`src/rtl/cnn_layer_accel_pkg.sv`:
```
// Shared types and constants for the CNN layer accelerator weight sequencing.
package cnn_layer_accel_pkg;

  // Weights loaded per kernel; one zero pad slot follows them in the table.
  localparam int WHT_PER_KERNEL       = 9;
  localparam int WHT_SLOTS_PER_KERNEL = 10;
  // Each pixel consumes the ten slots as five address pairs.
  localparam int BEATS_PER_PIXEL      = 5;
  // Highest kernel index the weight table can hold.
  localparam int MAX_KERNEL_IDX       = 63;

  localparam int DATA_W = 16;
  localparam int KERN_W = 6;

  typedef enum logic [2:0] {
    ST_IDLE,
    ST_CFG_LOAD,
    ST_CFG_PAD,
    ST_CFG_DONE,
    ST_EXEC,
    ST_DONE
  } seq_state_t;

endpackage

```
`src/rtl/cnn_layer_accel_exec_cntr.sv`:
```
// Beat / pixel / kernel nested counter for execution sequencing.
// Advances one beat per cycle while run is high and hold is low.
module cnn_layer_accel_exec_cntr
  import cnn_layer_accel_pkg::*;
#(
  parameter int C_NUM_PIX_WIDTH = 16
) (
  input  logic                       clk,
  input  logic                       rst,
  input  logic                       clr,
  input  logic                       run,
  input  logic                       hold,
  input  logic [C_NUM_PIX_WIDTH-1:0] pix_last,
  input  logic [KERN_W-1:0]          kern_last,
  output logic [2:0]                 beat,
  output logic                       kern_end,
  output logic                       job_end
);

  logic [C_NUM_PIX_WIDTH-1:0] pix;
  logic [KERN_W-1:0]          kern;
  logic                       beat_end;

  // Pixel counter is as wide as the configured limit, so the all-ones limit
  // is reached before the counter can wrap.
  assign beat_end = (beat == 3'(BEATS_PER_PIXEL - 1));
  assign kern_end = beat_end && (pix == pix_last);
  assign job_end  = kern_end && (kern == kern_last);

  // Nested count: beat fastest, then pixel, then kernel; frozen under hold.
  always_ff @(posedge clk) begin
    if (rst || clr) begin
      beat <= '0;
      pix  <= '0;
      kern <= '0;
    end else if (run && !hold) begin
      if (beat_end) begin
        beat <= '0;
        if (pix == pix_last) begin
          pix <= '0;
          if (kern == kern_last) begin
            kern <= '0;
          end else begin
            kern <= kern + KERN_W'(1);
          end
        end else begin
          pix <= pix + C_NUM_PIX_WIDTH'(1);
        end
      end else begin
        beat <= beat + 3'd1;
      end
    end
  end

endmodule

```
`src/rtl/cnn_layer_accel_wht_seq_ctrl.sv`:
```
// Weight table sequencer: loads kernel weights (plus a zero pad slot) into
// the weight table, then walks the table as address pairs per pixel beat.
module cnn_layer_accel_wht_seq_ctrl
  import cnn_layer_accel_pkg::*;
#(
  parameter int C_NUM_PIX_WIDTH = 16
) (
  input  logic                       clk,
  input  logic                       rst,
  input  logic                       job_start,
  input  logic [15:0]                num_kernels,
  input  logic [C_NUM_PIX_WIDTH-1:0] num_pixels,
  input  logic                       wht_in_valid,
  output logic                       wht_in_ready,
  input  logic [15:0]                wht_in_data,
  input  logic                       exec_start,
  input  logic                       exec_stall,
  output logic                       config_mode,
  output logic                       job_accept,
  output logic                       kernel_config_valid,
  output logic [15:0]                num_kernels_out,
  output logic                       wht_config_wren,
  output logic [15:0]                wht_config_data,
  output logic [3:0]                 wht_seq_addr0,
  output logic [3:0]                 wht_seq_addr1,
  output logic                       ce_execute,
  output logic [2:0]                 ce_cycle_counter,
  output logic                       next_kernel,
  output logic                       busy,
  output logic                       done,
  output logic                       cfg_err
);

  seq_state_t state, state_nxt;

  logic [KERN_W-1:0]          kern_last;
  logic [C_NUM_PIX_WIDTH-1:0] pix_last;
  logic [3:0]                 cfg_word;
  logic [KERN_W-1:0]          cfg_kern;
  logic                       cfg_err_r;

  logic                       job_acc_p1;
  logic                       wren_p1;
  logic [DATA_W-1:0]          wdata_p1;
  logic                       next_kernel_p1;
  logic                       fin_p1;

  logic                       job_go;
  logic                       wht_beat;
  logic                       exec_run;
  logic                       beat_go;
  logic                       exec_clr;
  logic [2:0]                 beat;
  logic                       kern_end;
  logic                       job_end;

  // Clamp the requested kernel index to what the weight table can hold.
  function automatic logic [KERN_W-1:0] sat_kernel_idx(input logic [15:0] n);
    if (n > 16'(MAX_KERNEL_IDX)) begin
      return KERN_W'(MAX_KERNEL_IDX);
    end
    return n[KERN_W-1:0];
  endfunction

  assign job_go   = (state == ST_IDLE) && job_start;
  assign wht_beat = (state == ST_CFG_LOAD) && wht_in_valid;
  // fin_p1 marks the cycle after the final beat; no beats issue there.
  assign exec_run = (state == ST_EXEC) && !fin_p1;
  assign beat_go  = exec_run && !exec_stall;
  assign exec_clr = (state != ST_EXEC);

  cnn_layer_accel_exec_cntr #(
    .C_NUM_PIX_WIDTH(C_NUM_PIX_WIDTH)
  ) u_exec_cntr (
    .clk      (clk),
    .rst      (rst),
    .clr      (exec_clr),
    .run      (exec_run),
    .hold     (exec_stall),
    .pix_last (pix_last),
    .kern_last(kern_last),
    .beat     (beat),
    .kern_end (kern_end),
    .job_end  (job_end)
  );

  // State register.
  always_ff @(posedge clk) begin
    if (rst) begin
      state <= ST_IDLE;
    end else begin
      state <= state_nxt;
    end
  end

  // Next-state and state-decoded outputs.
  always_comb begin
    state_nxt    = state;
    config_mode  = 1'b0;
    wht_in_ready = 1'b0;
    busy         = 1'b1;
    done         = 1'b0;
    case (state)
      ST_IDLE: begin
        busy = 1'b0;
        if (job_start) state_nxt = ST_CFG_LOAD;
      end
      ST_CFG_LOAD: begin
        config_mode  = 1'b1;
        wht_in_ready = 1'b1;
        if (wht_in_valid && (cfg_word == 4'(WHT_PER_KERNEL - 1))) state_nxt = ST_CFG_PAD;
      end
      ST_CFG_PAD: begin
        config_mode = 1'b1;
        state_nxt   = (cfg_kern == kern_last) ? ST_CFG_DONE : ST_CFG_LOAD;
      end
      ST_CFG_DONE: begin
        if (exec_start) state_nxt = ST_EXEC;
      end
      ST_EXEC: begin
        if (fin_p1) state_nxt = ST_DONE;
      end
      ST_DONE: begin
        done      = 1'b1;
        state_nxt = ST_IDLE;
      end
      default: begin
        busy      = 1'b0;
        state_nxt = ST_IDLE;
      end
    endcase
  end

  // Job parameters captured on accept, and configuration word/kernel counts.
  always_ff @(posedge clk) begin
    if (rst) begin
      kern_last <= '0;
      pix_last  <= '0;
      cfg_err_r <= 1'b0;
      cfg_word  <= '0;
      cfg_kern  <= '0;
    end else if (job_go) begin
      kern_last <= sat_kernel_idx(num_kernels);
      pix_last  <= num_pixels;
      cfg_err_r <= (num_kernels > 16'(MAX_KERNEL_IDX));
      cfg_word  <= '0;
      cfg_kern  <= '0;
    end else begin
      if (wht_beat) begin
        cfg_word <= (cfg_word == 4'(WHT_PER_KERNEL - 1)) ? 4'd0 : cfg_word + 4'd1;
      end
      if ((state == ST_CFG_PAD) && (cfg_kern != kern_last)) begin
        cfg_kern <= cfg_kern + KERN_W'(1);
      end
    end
  end

  // ---- stage p0 -> p1: registered pulses and table write port ----
  // Pad slot is written with zero during the single CFG_PAD cycle.
  always_ff @(posedge clk) begin
    if (rst) begin
      job_acc_p1     <= 1'b0;
      wren_p1        <= 1'b0;
      wdata_p1       <= '0;
      next_kernel_p1 <= 1'b0;
      fin_p1         <= 1'b0;
    end else begin
      job_acc_p1     <= job_go;
      wren_p1        <= wht_beat || (state == ST_CFG_PAD);
      wdata_p1       <= wht_beat ? wht_in_data : '0;
      next_kernel_p1 <= beat_go && kern_end;
      fin_p1         <= beat_go && job_end;
    end
  end

  assign job_accept          = job_acc_p1;
  assign kernel_config_valid = job_acc_p1;
  assign num_kernels_out     = {{(16 - KERN_W){1'b0}}, kern_last};
  assign cfg_err             = cfg_err_r;
  assign wht_config_wren     = wren_p1;
  assign wht_config_data     = wdata_p1;
  assign next_kernel         = next_kernel_p1;
  assign ce_execute          = beat_go;
  // Beat index and address pair hold through a stall; zero outside execution.
  assign ce_cycle_counter    = exec_run ? beat : 3'd0;
  assign wht_seq_addr0       = exec_run ? {beat, 1'b0} : 4'd0;
  assign wht_seq_addr1       = exec_run ? {beat, 1'b1} : 4'd0;

endmodule

```
`config.mk`:
```
export PLATFORM = sky130hd
export DESIGN_NAME = cnn_layer_accel_wht_seq_ctrl
export DESIGN_NICKNAME = d
export VERILOG_FILES = /design/src/rtl/cnn_layer_accel_pkg.sv /design/src/rtl/cnn_layer_accel_exec_cntr.sv /design/src/rtl/cnn_layer_accel_wht_seq_ctrl.sv
export SDC_FILE = /design/constraint.sdc
export NUM_CORES = 1
export LEC_CHECK = 0
export ABC_AREA = 1
export BUFFER_PORTS_ARGS = -buffer_cell sky130_fd_sc_hd__buf_2
export CAP_MARGIN = 20
export CORE_MARGIN = 2
export CORE_UTILIZATION = 35
export CTS_CLUSTER_SIZE = 10
export DETAILED_ROUTE_END_ITERATION = 8
export GPL_TIMING_DRIVEN = 0
export PLACE_DENSITY_LB_ADDON = 0.12
export SLEW_MARGIN = 0
export SYNTH_ARGS = -nofsm -noshare
export SYNTH_HDL_FRONTEND = slang
export SYNTH_SLANG_ARGS = --single-unit
```
`constraint.sdc`:
```
create_clock -name clk -period 2.5 [get_ports clk]
set_input_delay 0.5 -clock clk [delete_from_list [all_inputs] [get_ports clk]]
set_output_delay 0.5 -clock clk [all_outputs]
set_load 0.03 [all_outputs]
```
# Yosys cells after proc, flatten, opt, wreduce, memory -nomap -nowiden

Cells that the tools add are included.
W data, S select, Z words.

Register bits after elaboration: 81
Bits of input ports: 54
Word-level logic and storage cells: 81

Add/sub/neg operators: 5
$lt $le $gt $ge: 1
Equal/unequal tests: 16
Mux-type cells: 22
Bitwise logic cells: 1
Reductions and logical operators: 22

Operator list:

| kind                    | number |
|---|---|
| $mux W3                 | 6 |
| $mux W6                 | 3 |
| $add A16 B1 Y16 const B | 1 |
| $eq A16 B16 Y1          | 1 |
| $gt A16 B6 Y1 const B   | 1 |
| $mux W16                | 1 |
| $pmux W3 S5             | 1 |
| $add A6 B1 Y6 const B   | 2 |
| $eq A6 B6 Y1            | 2 |
| $mux W4                 | 3 |
| $logic_and A1 B1 Y1     | 10 |
| $eq A3 B3 Y1 const B    | 3 |
| $mux W1                 | 7 |
| $eq A3 B2 Y1 const B    | 2 |
| $ne A2 B2 Y1 const B    | 3 |
| $ne A6 B6 Y1            | 1 |
| $reduce_or A2 Y1        | 3 |
| $reduce_or A5 Y1        | 1 |
| $add A4 B1 Y4 const B   | 1 |
| $eq A4 B4 Y1 const B    | 1 |
| $reduce_and A4 Y1       | 1 |
| $add A3 B1 Y3 const B   | 1 |
| $eq A3 B1 Y1 const B    | 1 |
| $logic_not A3 Y1        | 1 |
| other kinds (8)         | 10 |

# Longest topological paths before layout

Depth after elaboration: 5
Gate-level depth with buffers: 12
Depth with buffers taken out: 12

# By module

Synthesis repeated with hierarchy kept, for this count alone.

Cells, all modules: 601
Area total of the unflattened synthesis: 4,136.5 um^2

By module, submodules not included:

| module                       | instances | cells each | area an instance (um^2) | sequential area each (um^2) |
|---|---|---|---|---|
| cnn_layer_accel_wht_seq_ctrl | 1         | 303        | 2,389.8                 | 1,121.1 |
| cnn_layer_accel_exec_cntr    | 1         | 298        | 1,746.7                 | 500.5 |

# Worst setup path after synthesis

Ideal clock, no wire load.

Path kind: flip-flop to output port
From: register state[2]
To: output wht_seq_addr0[3]
Arrival: 1.585 ns
Path slack: 0.415 ns
Cell stages (with the launch flop): 6
Path buffers: 1
Cell sequence: dfxtp_1 -> inv_2 -> nor3_1 -> nand2_1 -> nor2_1 -> buf_4

Word-level cells in the longest chain between the ends: 3

Ends and longest elaborated chain:

| element                  | RTL line                            | source |
|---|---|---|
| start: declaration       | cnn_layer_accel_wht_seq_ctrl.sv:34  | `seq_state_t state, state_nxt;` |
| start signal: assignment | cnn_layer_accel_wht_seq_ctrl.sv:92  | `state <= state_nxt;` |
| $eq A3 B3 Y1             | cnn_layer_accel_wht_seq_ctrl.sv:68  | `assign exec_run = (state == ST_EXEC) && !fin_p1;` |
| $logic_and A1 B1 Y1      | cnn_layer_accel_wht_seq_ctrl.sv:68  |  |
| $mux W4                  | cnn_layer_accel_wht_seq_ctrl.sv:186 | `assign wht_seq_addr0 = exec_run ? {beat, 1'b0} : 4'd0;` |
| end: declaration         | cnn_layer_accel_wht_seq_ctrl.sv:24  | `output logic [3:0] wht_seq_addr0,` |

Every way passes these cells.

# Final worst setup path

From: register state[2]
To: output wht_seq_addr1[3]

Word-level cells in the longest chain between the ends: 3

Ends and longest elaborated chain:

| element             | RTL line                            | source |
|---|---|---|
| $eq A3 B3 Y1        | cnn_layer_accel_wht_seq_ctrl.sv:68  |  |
| $logic_and A1 B1 Y1 | cnn_layer_accel_wht_seq_ctrl.sv:68  |  |
| $mux W4             | cnn_layer_accel_wht_seq_ctrl.sv:187 | `assign wht_seq_addr1 = exec_run ? {beat, 1'b1} : 4'd0;` |
| end: declaration    | cnn_layer_accel_wht_seq_ctrl.sv:25  | `output logic [3:0] wht_seq_addr1,` |

Every way passes these cells.

==> results.json <==
{
  "crit_required_ns": 2.00,
  "worstMarginPinSlew_ns": 0.681,
  "rows": 39,
  "placed_area_sq_um": 4780,
  "drt_iter0_drc": 209,
  "seq_area_frac_synth_pct": 39.6,
  "grt_max_degree": 13,
  "core-area_sq_um": 11400,
  "clk_root_buffer_cell": "clkbuf_16",
  "synthMuxAreaShare_pct": 0,
  "layout.nets": 786,
  "crit_type": "flop to output port",
  "synth_top_family_by_area": "simple AND/OR/NAND/NOR gates",
  "ys_ff_latch": 81,
  "power.density_nw_per_um2": 813,
  "synth-adder-area-share_pct": 2.14,
  "drv_slew": 0,
  "place_congestion": 0.870,
  "hold_viol": 0,
  "clock-sinks": 81,
  "synth-simple-area-share_pct": 32.0,
  "dp_worst_setup_slack_ns": 0.388,
  "syn_to_final_growth_pct": 23.9,
  "viasPerCell": 4.45,
  "cp_max_fo": 7,
  "hold_ws_ns": 0.361,
  "synth_most_common_cell": "nand2_1",
  "cts.htree.levels": 3,
  "initial_utilization_pct": 35.9,
  "io-pin-count": 107,
  "grt_pass1_wl_um": 16300,
  "synth_common_cells": "nand2_1 (168), inv_1 (106), dfxtp_1 (81)",
  "cts_tree": "built",
  "synth_top_area_cell": "dfxtp_1",
  "fin_skew_ns": 0.00456,
  "fp.dieW_um": 112,
  "clkTransAtPathRegs_ns": 0.06,
  "yosys.area_share.xor_xnor_pct": 2.78,
  "setup_slack_ns": 0.217,
  "gr-total-overflow": 0,
  "fmax_mhz": 438,
  "endpoint_kind": "output port",
  "synthCells": 610,
  "min_path_type": "input port to flop",
  "status": "finished clean",
  "max-cap-violations": 0,
  "synth-async-reset-ratio_pct": 0,
  "yosys_warnings": 0,
  "finalCritPeriodShare_pct": 91.3,
  "grt_antenna_before_repair": 0,
  "tns_ns": 0,
  "drtPass1Iterations": 5,
  "cp.arrival_ns": 1.78,
  "syn-cell-area_sq_um": 4100,
  "wirelength_um": 9700,
  "r2r_cells": 7,
  "synth_cell_types": 32,
  "relSlewSlack_pct": 54.2,
  "antenna_left": 0,
  "holdPathStages": 3,
  "route.detailed.drc": 0,
  "crit_path_start_kind": "flop",
  "synth_top_area_share_pct": 39.6,
  "wl_per_cell_um": 11.1,
  "finalSetupViolations": 0,
  "cts_buffers": 9,
  "period_needed_ns": 2.28,
  "ys.flop_type": "dfxtp_1",
  "syn_avg_cell_area_sq_um": 6.72,
  "num_antenna_cells": 0,
  "first_global_vias": 3607,
  "port_buffers": 94,
  "synth_area_leaders": "dfxtp_1 (40%), nand2_1 (15%), inv_1 (9.7%), nor2_1 (6.5%), o21ai_0 (4.8%)",
  "synth-edff-count": 0,
  "hold_buffers": 0,
  "ir_drop_mv": 0.556,
  "num_vias": 3885,
  "p_leak_uw": 0.00255,
  "clock_path_buffers": 2,
  "rsz0062_at_grt": "no",
  "clk-insertion-delay-late_ns": 0.34,
  "finish.instance_area_sq_um": 5080,
  "synth_compound_area_share_pct": 8.16,
  "dieHeight_um": 112,
  "post_route_cells_drive_above_1_share_pct": 20.4,
  "track_usage_pct": 15.9,
  "die-area_sq_um": 12600,
  "dp_hpwl_um": 7390
}
-- power breakdown --
group / switching [uW] / internal (uW)
sequential: 115 / 1450
combinational: 861 / 397
clock: 511 / 799
total: 1490 / 2640
-- kinds of logic after synthesis --
kind of cell	count (synthesis)
DFF	81
and+or+nand+nor	304
AOI/OAI and AO/OA	65
adders and majority gates	7
buffers and inverters	139
other	1
xor gates and xnor gates	13
-- cell usage in the layout, fill, tap and decap left out, drive strengths merged --
cell    count
ha          7
dfxtp      81
a21oi      23
nor4        4
o22ai       1
bufinv      1
nand3      23
clkbuf     18
buf       118
o21ai      39
a22o        2
conb       11
nand3b      1
nor2       75
clkinv      2
nor3       19
xnor2       2
and3        1
nand2     170
inv       110
or2         1
nand4      10
xor2       11
-- per-stage QoR --
step	cells	utilization [%]	power [uW]
floorplan	620	-	2500
global placement	857	41.9	2840
detailed placement	857	41.9	2850
CTS	873	44.4	4180
global route	873	44.5	4400
finish	873	44.5	4130
-- final timing paths --
| path | from | endpoint | slack, ns |
|---|---|---|---|
| max | state[2]$_SDFFE_PP0P_ | wht_seq_addr1[3] | 0.22 |
| min reg2reg | cfg_word[0]$_SDFFE_PP0P_ | cfg_word[0]$_SDFFE_PP0P_ | 0.48 |
| max reg2reg | state[0]$_SDFFE_PP0P_ | kern_last[2]$_SDFFE_PP0P_ | 0.60 |
| min | num_pixels[5] | pix_last[5]$_SDFFE_PP0P_ | 0.36 |
-- state kept, by name, summed over array words and instances, names as in the netlist, 3 cells and up --
name	count
pix_last	16
state	3
wht_config_data	16
u_exec_cntr.pix	16
u_exec_cntr.kern	6
cfg_kern	6
cfg_word	4
kern_last	6
u_exec_cntr.beat	3
-- worst max-delay path, cell delays in order, from the launching register on --
cell	delay, ns
dfxtp_2	0.41
inv_2	0.09
nor3_1	0.20
nand2_1	0.21
nor2_1	0.21
buf_4	0.14
buf_2	0.18
-- metal layers --
| layer | part of all wire, % | vias to the layer above | global-route usage, % |
|---|---|---|---|
| met3 | 4.9 | 9 | 4.86 |
| met1 | 46 | 1715 | 19.8 |
| li1 | - | 2072 | - |
| met2 | 48 | 89 | 27.0 |
| met5 | 0 | - | 0 |
| met4 | 1.0 | 0 | 3.90 |
-- timing repair --
action,4_1_cts,5_1_grt
gates resized for setup,0,2
buffers inserted,0,0
setup endpoints to repair,0,7
hold endpoints to repair,0,0
-- layout make-up --
type | instances | area, sq um
Buffer | 29 | 211
Clock buffer | 13 | 250
Clock inverter | 3 | 40.0
Fill cell | 1220 | 6340
Inverter | 110 | 413
Multi-Input combinational cell | 400 | 1890
Sequential cell | 81 | 1620
Tap cell | 143 | 179
Timing Repair Buffer | 94 | 470
No activity file was read; power rests on OpenSTA's default activity.
